--- src/rtl/tpu_pkg.sv ---
// Shared TPU definitions: array geometry defaults, datapath width and the
// controller state encoding used by the systolic array sequencer.
package tpu_pkg;

  // Default systolic array dimension (N x N processing elements)
  localparam int N_DEFAULT  = 4;

  // Datapath word width: IEEE-754 single precision
  localparam int DATA_W     = 32;

  // Default width of the vector-count field (max 2^(KW-1) vectors per job)
  localparam int KW_DEFAULT = 9;

  // Controller states, in the order a normal job walks through them
  typedef enum logic [2:0] {
    IDLE   = 3'd0,
    LOAD_W = 3'd1,
    STREAM = 3'd2,
    DRAIN  = 3'd3,
    DONE   = 3'd4
  } state_e;

endpackage

--- src/rtl/skew_shreg.sv ---
// One-bit delay line of configurable depth. Used for every diagonal skew and
// array-latency delay in the systolic controller, so all timing offsets come
// from a single, uniformly behaving primitive.
module skew_shreg #(
  parameter int DEPTH = 1
) (
  input  logic clk_i,
  input  logic rst_ni,
  input  logic clr_i,
  input  logic d_i,
  output logic q_o
);

  logic [DEPTH-1:0] sr_q;

  // Shift the input one stage per clock; a synchronous clear empties the whole
  // line at once so a cancelled job leaves no stale valid pulses behind.
  always_ff @(posedge clk_i or negedge rst_ni) begin
    if (!rst_ni) begin
      sr_q <= '0;
    end else if (clr_i) begin
      sr_q <= '0;
    end else begin
      sr_q[0] <= d_i;
      for (int i = 1; i < DEPTH; i++) begin
        sr_q[i] <= sr_q[i-1];
      end
    end
  end

  assign q_o = sr_q[DEPTH-1];

endmodule

--- src/rtl/systolic_ctrl.sv ---
// Sequencer for an N x N weight-stationary systolic array: loads one weight
// row per cycle into the PEs, streams k activation vectors, waits for the
// wavefront to drain out of the bottom of the array and pulses done.
module systolic_ctrl
  import tpu_pkg::*;
#(
  parameter int N  = N_DEFAULT,
  parameter int KW = KW_DEFAULT,
  parameter int AW = 8
) (
  input  logic                 MCLK,
  input  logic                 RSTN,
  input  logic                 start,
  input  logic [KW-1:0]        k_len,
  input  logic                 abort,
  output logic                 busy,
  output logic                 done,
  output logic                 w_rd,
  output logic [$clog2(N)-1:0] w_addr,
  output logic [N-1:0]         pe_wen,
  output logic                 a_rd,
  output logic [AW-1:0]        a_addr,
  output logic [N-1:0]         x_valid,
  output logic [N-1:0]         o_valid
);

  localparam int WAW = $clog2(N);
  // Counter has to reach both the largest vector count and the 2N drain length
  localparam int CW  = (KW > $clog2(2*N) + 1) ? KW : $clog2(2*N) + 1;
  localparam logic [KW-1:0] KMAX = {1'b1, {(KW-1){1'b0}}};

  logic [1:0]     rstSync_q;
  logic           rstN;

  state_e         state_q, state_d;
  logic [CW-1:0]  cnt_q, cnt_d;
  logic [KW-1:0]  kLen_q, kLen_d;

  logic           busy_q, busy_d;
  logic           done_q, done_d;
  logic           wRd_q, wRd_d;
  logic [WAW-1:0] wAddr_q, wAddr_d;
  logic [N-1:0]   peWen_q, peWen_d;
  logic           aRd_q, aRd_d;
  logic [AW-1:0]  aAddr_q, aAddr_d;
  logic           flush;

  // Larger requests are silently limited to the deepest job the buffer supports
  function automatic logic [KW-1:0] clampK(input logic [KW-1:0] k);
    if (k > KMAX) return KMAX;
    return k;
  endfunction

  // Reset asserts immediately but is released only on a clock edge, two flops deep
  always_ff @(posedge MCLK or negedge RSTN) begin
    if (!RSTN) rstSync_q <= 2'b00;
    else       rstSync_q <= {rstSync_q[0], 1'b1};
  end

  assign rstN  = rstSync_q[1];
  assign flush = abort && (state_q != IDLE);

  // Next-state, counter and next-output decode; abort from any busy state wins
  always_comb begin
    state_d = state_q;
    cnt_d   = cnt_q;
    kLen_d  = kLen_q;
    if (flush) begin
      state_d = IDLE;
      cnt_d   = '0;
    end else begin
      case (state_q)
        IDLE: begin
          if (start) begin
            state_d = LOAD_W;
            cnt_d   = '0;
            kLen_d  = clampK(k_len);
          end
        end
        LOAD_W: begin
          if (cnt_q == CW'(N)) begin
            cnt_d   = '0;
            state_d = (kLen_q == '0) ? DONE : STREAM;
          end else begin
            cnt_d = cnt_q + CW'(1);
          end
        end
        STREAM: begin
          if (cnt_q == CW'(kLen_q) - CW'(1)) begin
            cnt_d   = '0;
            state_d = DRAIN;
          end else begin
            cnt_d = cnt_q + CW'(1);
          end
        end
        DRAIN: begin
          if (cnt_q == CW'(2*N - 1)) begin
            cnt_d   = '0;
            state_d = DONE;
          end else begin
            cnt_d = cnt_q + CW'(1);
          end
        end
        DONE: begin
          state_d = IDLE;
          cnt_d   = '0;
        end
        default: begin
          state_d = IDLE;
          cnt_d   = '0;
        end
      endcase
    end

    busy_d  = (state_d != IDLE);
    done_d  = (state_d == DONE);
    wRd_d   = (state_d == LOAD_W) && (cnt_d < CW'(N));
    wAddr_d = wRd_d ? cnt_d[WAW-1:0] : '0;
    peWen_d = '1;
    for (int i = 0; i < N; i++) begin
      if ((state_d == LOAD_W) && (cnt_d == CW'(i + 1))) peWen_d[i] = 1'b0;
    end
    aRd_d   = (state_d == STREAM);
    aAddr_d = aRd_d ? AW'(cnt_d) : '0;
  end

  // Controller state and all of its outputs are registered together
  always_ff @(posedge MCLK or negedge rstN) begin
    if (!rstN) begin
      state_q <= IDLE;
      cnt_q   <= '0;
      kLen_q  <= '0;
      busy_q  <= 1'b0;
      done_q  <= 1'b0;
      wRd_q   <= 1'b0;
      wAddr_q <= '0;
      peWen_q <= '1;
      aRd_q   <= 1'b0;
      aAddr_q <= '0;
    end else begin
      state_q <= state_d;
      cnt_q   <= cnt_d;
      kLen_q  <= kLen_d;
      busy_q  <= busy_d;
      done_q  <= done_d;
      wRd_q   <= wRd_d;
      wAddr_q <= wAddr_d;
      peWen_q <= peWen_d;
      aRd_q   <= aRd_d;
      aAddr_q <= aAddr_d;
    end
  end

  // Row r sees activations 1+r cycles after the buffer read (diagonal skew)
  for (genvar r = 0; r < N; r++) begin : gXSkew
    skew_shreg #(.DEPTH(1 + r)) uXSkew (
      .clk_i (MCLK),
      .rst_ni(rstN),
      .clr_i (flush),
      .d_i   (aRd_q),
      .q_o   (x_valid[r])
    );
  end

  // Column c results leave the array bottom N+1+c cycles after the read
  for (genvar c = 0; c < N; c++) begin : gOSkew
    skew_shreg #(.DEPTH(N + 1 + c)) uOSkew (
      .clk_i (MCLK),
      .rst_ni(rstN),
      .clr_i (flush),
      .d_i   (aRd_q),
      .q_o   (o_valid[c])
    );
  end

  assign busy   = busy_q;
  assign done   = done_q;
  assign w_rd   = wRd_q;
  assign w_addr = wAddr_q;
  assign pe_wen = peWen_q;
  assign a_rd   = aRd_q;
  assign a_addr = aAddr_q;

endmodule

--- config.mk ---
export PLATFORM = sky130hd
export DESIGN_NAME = systolic_ctrl
export DESIGN_NICKNAME = d
export VERILOG_FILES = /design/src/rtl/tpu_pkg.sv /design/src/rtl/skew_shreg.sv /design/src/rtl/systolic_ctrl.sv
export SDC_FILE = /design/constraint.sdc
export NUM_CORES = 1
export LEC_CHECK = 0
export ABC_CLOCK_PERIOD_IN_PS = 1600
export BUFFER_PORTS_ARGS = -buffer_cell sky130_fd_sc_hd__buf_2
export CORE_MARGIN = 4
export CORE_UTILIZATION = 40
export CTS_CLUSTER_DIAMETER = 50
export DETAILED_ROUTE_END_ITERATION = 6
export PLACE_DENSITY = 0.67
export SETUP_SLACK_MARGIN = 0.1
export SLEW_MARGIN = 20
export SYNTH_ARGS = -nofsm -noshare
export SYNTH_HDL_FRONTEND = slang
export SYNTH_SLANG_ARGS = --single-unit
--- constraint.sdc ---
create_clock -name MCLK -period 1.6 [get_ports MCLK]
set_input_delay 0 -clock MCLK [delete_from_list [all_inputs] [get_ports MCLK]]
set_output_delay 0 -clock MCLK [all_outputs]
set_load 0.005 [all_outputs]
==> results of run 1 <==
placed cells by master (no fill, tap or decap), types with 4 or more instances in the layout:
master	instances
sky130_fd_sc_hd__or3_1	5
sky130_fd_sc_hd__dlygate4sd3_1	10
sky130_fd_sc_hd__dfrtp_1	42
sky130_fd_sc_hd__and3_1	4
sky130_fd_sc_hd__buf_2	38
sky130_fd_sc_hd__buf_6	7
sky130_fd_sc_hd__nor2_1	14
sky130_fd_sc_hd__buf_4	69
sky130_fd_sc_hd__a21oi_4	4
sky130_fd_sc_hd__nor3_2	5
sky130_fd_sc_hd__and2_1	8
sky130_fd_sc_hd__nand2_1	22
sky130_fd_sc_hd__clkbuf_8	5
sky130_fd_sc_hd__nand3_1	4
sky130_fd_sc_hd__xnor2_1	6
sky130_fd_sc_hd__nor2_2	4
sky130_fd_sc_hd__nand2b_1	12
sky130_fd_sc_hd__inv_2	5
sky130_fd_sc_hd__a31oi_1	6
sky130_fd_sc_hd__xor2_1	8
sky130_fd_sc_hd__dfstp_2	4
sky130_fd_sc_hd__o21ai_0	11
sky130_fd_sc_hd__nand4_1	4
sky130_fd_sc_hd__nor2_4	4
sky130_fd_sc_hd__inv_1	4
area by class of cell:
cell class                 count  share of cell area (%)
timing repair buffer         127                   23.72
clock buffer                   5                   1.733
sequential                    49                   31.10
tap                           77                   2.426
multi-input combinational    189                   38.44
clock inverter                 3                   1.733
inverter                       9                  0.8507
registers in the layout, indices dropped and copies added, names as in the netlist:
signal	count
w_rd	1
gOSkew.uOSkew.sr_q	8
w_addr	2
state_q	3
busy	1
rstSync_q	2
a_addr	8
a_rd	1
cnt_q	9
pe_wen	4
kLen_q	9
done	1
worst max-delay path, delay by kind of cell, from the launching register on:
family	cells	cell delay, ps
AOI/OAI and AO/OA	4	1000
buffers and inverters	1	60
DFF	1	390
and+or+nand+nor	3	1080
power by group:
group	total, mW	switching, mW	internal [mW]
Sequential	1.73	0.194	1.53
Clock	1.07	0.445	0.629
Combinational	4.41	2.12	2.29
routing by layer:
metal	vias to the layer above	part of all wire, %
met5	-	0
met4	0	1.9
li1	1156	-
met1	1139	44
met3	12	4.8
met2	65	50
logic make-up (layout without fill, tap and decap cells):
| kind of cell | count (synthesis) | after routing | share of synthesized area (%) |
|---|---|---|---|
| adder cells (fa/ha/maj) | 4 | 4 | 1.823 |
| other | 1 | 1 | 0.1437 |
| AO/OA/AOI/OAI | 54 | 54 | 15.59 |
| AND/OR/NAND/NOR | 112 | 112 | 22.16 |
| buffers and inverters | 31 | 144 | 6.858 |
| multiplexers | 3 | 3 | 1.199 |
| flip-flops | 49 | 49 | 47.19 |
| XOR/XNOR | 15 | 15 | 5.036 |
final timing paths:
kind                                               end  slack (ps)                   start
worst min register to register    state_q[2]$_DFF_PN0_         230  rstSync_q[1]$_DFF_PN0_
worst max-delay path               pe_wen[1]$_DFF_PN1_        -990   kLen_q[3]$_DFFE_PN0P_
worst max register to register     pe_wen[1]$_DFF_PN1_        -990   kLen_q[3]$_DFFE_PN0P_
max in group asynchronous       rstSync_q[1]$_DFF_PN0_         940                    RSTN
worst min-delay path             kLen_q[8]$_DFFE_PN0P_          20                k_len[8]
min in group asynchronous         state_q[2]$_DFF_PN0_         230  rstSync_q[1]$_DFF_PN0_
timing repair:
item	4_1_cts	5_1_grt
buffers inserted	6	5
pin swaps	11	21
gates resized for setup	27	39
hold endpoints to repair	10	0
hold buffers	10	0
endpoints found under the setup margin	35	31
==> impl_metrics.toml, run 1 <==
[placed_design]
dp_cells = 433
hpwlAfterDp_um = 4826
preCtsSetupSlack_ps = -1051
placed_area_um2 = 3403
portBuffers = 38
place_congestion = 0.9189

[finish]
drive_gt1_share_pct = 50.26
post-route-util_pct = 62.54
post_layout_nonfiller_instances = 459
finalInstanceArea_um2 = 3971
seqCellArea_um2 = 1235
final_nets = 397
final.fill_count = 491
multi_input_comb_area_um2 = 1526
insertedDiodeCount = 0
layout-area-overhead-vs-synth_pct = 52.23

[global_route]
grt.busiest_layer = "met2"
vias_in_the_first_global_route = 2416
number_of_antenna_violations_at_the_first_check_in_global_routing = 0
global_route_wire_length_before_repair_um = 11240
globalRoute.totalOverflow = 0
globalRouteTotalUtil_pct = 18.25
grtUsageMet1_pct = 22.98
groute.layer.met3.usage_pct = 3.259
grt_max_degree = 48
met2_global_route_usage_pct = 31.11

[yosys]
yosys.cell_count.top_type = "sky130_fd_sc_hd__dfrtp_1"
postSynthCellCount = 269
synth.net_count = 285
yosys-top-cells-count = "sky130_fd_sc_hd__dfrtp_1, sky130_fd_sc_hd__nand2_1, sky130_fd_sc_hd__nor2_1"
share_of_flip_flops_with_an_asynchronous_set_or_reset_pct = 100.0
syn-mean-instance-area_um2 = 9.698
ys_seq_area_share_pct = 47.19
yosys_warnings = 0
netlist.area_leader.share_pct = 43.17
synth-seq-cells = 49
synth_top_area_cell = "sky130_fd_sc_hd__dfrtp_1"
synth_enable_flop_cells = 0
synth.lib_cells_used.distinct = 57
syn-cell-area_um2 = 2609
yosys_most_used_dff = "sky130_fd_sc_hd__dfrtp_1"
synth_area_leaders = "sky130_fd_sc_hd__dfrtp_1, sky130_fd_sc_hd__dfstp_2, sky130_fd_sc_hd__nand2_1"

[run_status]
outcome = "finished, violations left"
failed_checks = "setup timing"

[die]
die_width_um = 88.76
die_height_um = 88.76
core.rowCount = 29
i_o_pin_cnt = 39
die_area_um2 = 7878
coreArea_um2 = 6350
initial_core_util_pct = 41.08

[critical_path]
arrival_time_of_data_at_the_critical_path_endpoint_ps = 2830
worst-r2r-cell-count = 8
endpoint_kind = "flip-flop"
required_ps = 1840
crit_path_top_delay_cell = "sky130_fd_sc_hd__or4_4"
timing.setup.critical_path_class = "flip-flop to flip-flop"
crit_path_start_kind = "flip-flop"
cp_slowest_stage_delay_ps = 510
path_cells = "or2_4 -> or4_4 -> a211o_1 -> a2111oi_4 -> o21bai_4 -> o211ai_4 -> inv_2 -> or3_1"
critPathMaxFanout = 3

[detailed_routing]
post-route-drc-count = 0
wl_um = 6855
vias = 2372
first_iter_violations = 121
post_drt_via_cell_ratio = 5.168
drt_first_pass_iters = 4
postRouteAntennaNets = 0
final_routed_wire_length_divided_by_cell_count_um = 14.93

[cts]
clk_pin_slew_worst_paths_ps = 90
clock-root-buffer = "sky130_fd_sc_hd__clkbuf_8"
clockBufferDepth = 2
clock_insertion_delay_worst_skew_ps = 310
numClockSinks = 49
tritoncts.num_buffers = 5
tritoncts = "yes"
ctsHtreeMaxLevel = 2

[power_and_ir_drop]
static_leakage_power_nw = 1.877
power.ir.vdd_worst_mv = 0.8332
total_chip_power_mw = 7.214
power.density_nw_per_um2 = 1817

[sta]
finalClockSkew_ps = 10.79
post_route_worst_setup_slack_ps = -992.7
final_min_period_over_clock_period_pct = 162.0
layout_min_cycle_time_ps = 2593
report.final.slew_viol_count = 0
rsz_0062_raised_after_global_routing = "true"
finalSetupViolCount = 30
final.setup.tns_ps = -24230
timing_hold_violations_final = 0
timing.hold.ws_ps = 22.33
timing.fmax_ghz = 0.3857

[flow_run]
maxCapViolCount = 0

[worst_hold_path]
hold_depth = 2
worstHoldPathType = "input port to flip-flop"
No activity file was read; power rests on OpenSTA's default activity.
==> inputs of run 2 (changes only) <==
Settings changed: CELL_PAD_IN_SITES_DETAIL_PLACEMENT set to 1, CELL_PAD_IN_SITES_GLOBAL_PLACEMENT set to 2, CORE_UTILIZATION 40 to 37, CTS_BUF_LIST set to sky130_fd_sc_hd__clkbuf_2 sky130_fd_sc_hd__clkbuf_4 sky130_fd_sc_hd__clkbuf_8, PLACE_DENSITY 0.67 to 0.9.
==> run 2 against run 1 <==
The run still ends with setup timing left. Power shrank 2.7%. Non-clock buffer count grew 1. Worst hold slack gained 0.95 ps. Global-route usage grew 2.7 points. Clock-buffer cell count is the same. Design area shrank 1.8%. Setup slack lost 130 ps. Fmax shrank 4.7%. Core utilization shrank 5.5 points. First-iteration DRC count shrank 20%. Critical path type unchanged. Largest power group unchanged.
==> impl_metrics.toml, run 2 (synthesized netlist as in run 1, its figures left out) <==
[power_and_ir_drop]
combinationalPowerShare_pct = 63.7
net-switching-power_mw = 3.000
internal_power_mw = 4.020
total_chip_power_mw = 7.020
power.density_nw_per_um2 = 1800
power.ir.vdd_worst_mv = 0.8143
power.share.clock_pct = 11.5
sequentialPowerShare_pct = 24.9
power_switching_share_pct = 42.73
static_leakage_power_nw = 1.844

[die]
die_height_um = 91.97
coreArea_um2 = 6832
die_width_um = 91.97
i_o_pin_cnt = 39
initial_core_util_pct = 38.19
die_area_um2 = 8458
core.rowCount = 30

[finish]
post-route-util_pct = 57.07
layout-area-overhead-vs-synth_pct = 49.45
finalInstanceArea_um2 = 3899
seqCellArea_um2 = 1234
multi_input_comb_area_um2 = 1475
drive_gt1_share_pct = 48.04
mostFrequentLayoutCells = "sky130_fd_sc_hd__buf_4, sky130_fd_sc_hd__dfrtp_1, sky130_fd_sc_hd__buf_2"
final_nets = 398
final.fill_count = 776
layout.cells.most_common = "sky130_fd_sc_hd__buf_4"
insertedDiodeCount = 0
reg.largest.list = "cnt_q: 9 flops, kLen_q: 9 flops"
post_layout_nonfiller_instances = 479

[global_route]
grt_max_degree = 33
global_route_wire_length_before_repair_um = 13820
number_of_antenna_violations_at_the_first_check_in_global_routing = 0
globalRoute.totalOverflow = 0
vias_in_the_first_global_route = 2730
globalRouteTotalUtil_pct = 20.93

[placed_design]
place_congestion = 0.9092
dp_cells = 451
hpwlAfterDp_um = 5932
preCtsSetupSlack_ps = -1034
placed_area_um2 = 3420
portBuffers = 38

[critical_path]
required_ps = 1850
endpoint_kind = "flip-flop"
arrival_time_of_data_at_the_critical_path_endpoint_ps = 2970
timing.setup.critical_path_class = "flip-flop to flip-flop"
crit_path_start_kind = "flip-flop"
critPathMaxFanout = 4

[sta]
final_min_period_over_clock_period_pct = 170.0
timing.fmax_ghz = 0.3676
timing.hold.ws_ps = 23.28
layout_min_cycle_time_ps = 2720
timing_hold_violations_final = 0
final.setup.tns_ps = -27500
rsz_0062_raised_after_global_routing = "true"
finalClockSkew_ps = 17.31
report.final.slew_viol_count = 0
post_route_worst_setup_slack_ps = -1120
finalSetupViolCount = 30

[cts]
tritoncts = "yes"
clock_insertion_delay_worst_skew_ps = 330
tritoncts.num_buffers = 5
numClockSinks = 49
ctsHtreeMaxLevel = 2
clk_pin_slew_worst_paths_ps = 110
clock-root-buffer = "sky130_fd_sc_hd__clkbuf_8"
clockBufferDepth = 2

[detailed_routing]
post_drt_via_cell_ratio = 5.344
vias = 2560
drt_first_pass_iters = 4
wl_um = 9275
postRouteAntennaNets = 0
post-route-drc-count = 0
first_iter_violations = 97
final_routed_wire_length_divided_by_cell_count_um = 19.36

[run_status]
failed_checks = "setup timing"
outcome = "finished, violations left"

[worst_hold_path]
worstHoldPathType = "input port to flip-flop"

[flow_run]
maxCapViolCount = 0
run 2: cell types whose count changed in the layout (fill, tap and decap cells not counted), moves of 2 or more:
cell | previous run | this run
sky130_fd_sc_hd__nor2_4 | 4 | 6
sky130_fd_sc_hd__o21ai_0 | 11 | 9
sky130_fd_sc_hd__nor3_1 | 3 | 7
sky130_fd_sc_hd__or2_1 | 0 | 2
sky130_fd_sc_hd__nor3_2 | 5 | 1
sky130_fd_sc_hd__nor2_2 | 4 | 2
sky130_fd_sc_hd__bufinv_16 | 2 | 0
run 2: metal layers:
| layer | track usage, % | vias to the layer above | routed length [um] |
|---|---|---|---|
| met5 | 0 | - | 0 |
| met4 | 6.683 | 0 | 293 |
| met3 | 4.102 | 25 | 575 |
| met2 | 39.48 | 121 | 4910 |
| met1 | 23.43 | 1262 | 3495 |
| li1 | - | 1152 | - |
run 2: worst max-delay path: stages (launching register included):
cell and delay, ps:
sky130_fd_sc_hd__dfrtp_1 430, sky130_fd_sc_hd__inv_2 80, sky130_fd_sc_hd__ha_4 140, sky130_fd_sc_hd__nand2b_4 50, sky130_fd_sc_hd__or4_1 460, sky130_fd_sc_hd__a211o_1 330, sky130_fd_sc_hd__o31a_4 330, sky130_fd_sc_hd__o21ai_2 170
sky130_fd_sc_hd__nand4b_1 220, sky130_fd_sc_hd__or3_1 410
run 2: worst paths after layout:
check	end	from	slack, ps	cells past startpoint
worst min-delay path	kLen_q[8]$_DFFE_PN0P_	k_len[8]	20	2
max in group asynchronous	pe_wen[1]$_DFF_PN1_	rstSync_q[1]$_DFF_PN0_	830	1
worst max register to register	pe_wen[1]$_DFF_PN1_	kLen_q[0]$_DFFE_PN0P_	-1120	9
min in group asynchronous	kLen_q[0]$_DFFE_PN0P_	rstSync_q[1]$_DFF_PN0_	190	0
worst min register to register	kLen_q[0]$_DFFE_PN0P_	rstSync_q[1]$_DFF_PN0_	190	0
worst max-delay path	pe_wen[1]$_DFF_PN1_	kLen_q[0]$_DFFE_PN0P_	-1120	9
run 2: timing repair:
action,CTS,global route
pin swaps,17,11
setup endpoints to repair,31,31
gates resized for setup,33,23
buffers inserted,7,4
hold endpoints to repair,10,0
hold buffers,10,0
run 2: layout make-up:
class	count	area share [%]
timing repair buffer	128	24.26
tap	96	3.081
clock inverter	3	0.5456
sequential	49	31.64
multi-input combinational	189	37.84
inverter	9	0.8665
clock buffer	5	1.765
run 2: power groups by stage:
stage	clock network (mW)	logic, mW	registers (mW)
2_1_floorplan	0	2.13	1.77
4_1_cts	0.802	4.04	1.75
3_5_place_dp	0	3.60	1.75
3_3_place_gp	0	3.44	1.73
6_report	0.806	4.47	1.74
5_1_grt	0.874	4.80	1.79
==> inputs of run 3 (changes only) <==
Settings changed: CAP_MARGIN set to 20, GPL_TIMING_DRIVEN set to 0, SKIP_CTS_REPAIR_TIMING set to 1.
==> run 3 against run 2 <==
The run still ends with setup timing left. Wire length is 22% lower. Non-clock buffer count is 41 lower. Flip-flop and latch count unchanged. Critical path type unchanged. Highest routed layer unchanged. Combinational power is 19% lower. Register-to-register slack lost 90 ps. Via count shrank 12%. Core utilization fell by 3.8 points. Clock power increased by 17%. Setup slack got worse by 87 ps.
==> impl_metrics.toml, run 3 (synthesized netlist as in run 1, its figures left out) <==
[finish]
insertedDiodeCount = 0
post_layout_nonfiller_instances = 438
layout-area-overhead-vs-synth_pct = 39.47
mostFrequentLayoutCells = "sky130_fd_sc_hd__dfrtp_1, sky130_fd_sc_hd__buf_2, sky130_fd_sc_hd__buf_4"
multi_input_comb_area_um2 = 1446
layout.cells.most_common = "sky130_fd_sc_hd__dfrtp_1"
seqCellArea_um2 = 1237
final.fill_count = 782
reg.largest.list = "cnt_q: 9 flops, kLen_q: 9 flops"
final_nets = 357
drive_gt1_share_pct = 43.86
finalInstanceArea_um2 = 3638

[critical_path]
endpoint_kind = "flip-flop"
crit_path_start_kind = "flip-flop"
critPathMaxFanout = 10
timing.setup.critical_path_class = "flip-flop to flip-flop"
arrival_time_of_data_at_the_critical_path_endpoint_ps = 3040
required_ps = 1830

[global_route]
number_of_antenna_violations_at_the_first_check_in_global_routing = 0
grt_max_degree = 31
globalRoute.totalOverflow = 0
vias_in_the_first_global_route = 2109
globalRouteTotalUtil_pct = 16.00
global_route_wire_length_before_repair_um = 10710

[sta]
final_min_period_over_clock_period_pct = 175.4
post_route_worst_setup_slack_ps = -1207
timing_hold_violations_final = 0
timing.fmax_ghz = 0.3562
finalSetupViolCount = 39
finalClockSkew_ps = 10.26
timing.max_slew.rel_slack_pct = 60.56
layout_min_cycle_time_ps = 2807
rsz_0062_raised_after_global_routing = "true"
timing.hold.ws_ps = 36.49
worstMarginPinSlew_ps = 587.1
report.final.slew_viol_count = 0
final.setup.tns_ps = -26790

[detailed_routing]
first_iter_violations = 78
vias = 2246
drt_first_pass_iters = 4
post_drt_via_cell_ratio = 5.128
wl_um = 7199
postRouteAntennaNets = 0
final_routed_wire_length_divided_by_cell_count_um = 16.44
post-route-drc-count = 0

[die]
coreArea_um2 = 6832
core.rowCount = 30
i_o_pin_cnt = 39
die_height_um = 91.97
die_area_um2 = 8458
die_width_um = 91.97
initial_core_util_pct = 38.19

[power_and_ir_drop]
power.ir.vdd_worst_mv = 0.8649
static_leakage_power_nw = 1.670
power.density_nw_per_um2 = 1749

[flow_run]
maxCapViolCount = 0

[placed_design]
portBuffers = 38
place_congestion = 0.8135
dp_cells = 404
hpwlAfterDp_um = 4828
placed_area_um2 = 3090

[cts]
clock-root-buffer = "sky130_fd_sc_hd__clkbuf_8"
ctsHtreeMaxLevel = 2
tritoncts = "yes"
clockBufferDepth = 2
tritoncts.num_buffers = 5
clk_pin_slew_worst_paths_ps = 90
clock_insertion_delay_worst_skew_ps = 310
numClockSinks = 49

[run_status]
outcome = "finished, violations left"
failed_checks = "setup timing"

[worst_hold_path]
worstHoldPathType = "input port to flip-flop"
==> run 3: final cells by class <==
type	instances	area share, %
Multi-Input combinational cell	189	39.75
Sequential cell	49	34.01
Timing Repair Buffer	67	13.69
Buffer	20	5.021
Tap cell	96	3.301
Clock buffer	6	2.270
Clock inverter	2	1.032
Inverter	9	0.9285
==> run 3: layer usage <==
metal  global-route usage [%]  up-vias  routed length [um]
met5                        0        -                   0
li1                         -     1069                   -
met3                    2.297        6                 256
met4                    4.332        0                  72
met1                    20.86     1122                3101
met2                    27.74       49                3768
==> run 3: critical path: stages (launching register included) <==
cell and delay (ps):
sky130_fd_sc_hd__dfrtp_2 490, sky130_fd_sc_hd__ha_1 210, sky130_fd_sc_hd__clkbuf_2 210, sky130_fd_sc_hd__mux2i_1 210
sky130_fd_sc_hd__o311a_4 270, sky130_fd_sc_hd__nor2b_1 150, sky130_fd_sc_hd__nand4_1 160, sky130_fd_sc_hd__o31a_1 330
sky130_fd_sc_hd__nand4b_1 300, sky130_fd_sc_hd__or3_1 400
==> run 3: worst paths after layout <==
kind,from,cells past startpoint,slack (ps),to
worst max-delay path,cnt_q[1]$_DFF_PN0_,9,-1210,pe_wen[2]$_DFF_PN1_
worst min-delay path,k_len[8],2,40,kLen_q[8]$_DFFE_PN0P_
worst max register to register,cnt_q[1]$_DFF_PN0_,9,-1210,pe_wen[2]$_DFF_PN1_
worst min register to register,rstSync_q[1]$_DFF_PN0_,0,230,cnt_q[5]$_DFF_PN0_
max in group asynchronous,rstSync_q[1]$_DFF_PN0_,1,790,pe_wen[3]$_DFF_PN1_
min in group asynchronous,rstSync_q[1]$_DFF_PN0_,0,230,cnt_q[5]$_DFF_PN0_
==> run 3: per-stage QoR <==
step / power, mW / setup WS (ps) / utilization, %
after floorplan: 3.904 / -958.2 / -
after global placement: 4.480 / -1374 / 44.93
after detailed placement: 4.555 / -1399 / 45.24
after CTS: 5.508 / -1426 / 47.00
after global routing: 6.786 / -1332 / 53.26
final: 6.363 / -1207 / 53.26
==> run 3: report_power, final <==
part	switching, mW	total, mW	leakage [nW]	internal [mW]
logic	1.86	3.60	0.973	1.74
clock network	0.438	0.946	0.0574	0.509
registers	0.281	1.82	0.640	1.54
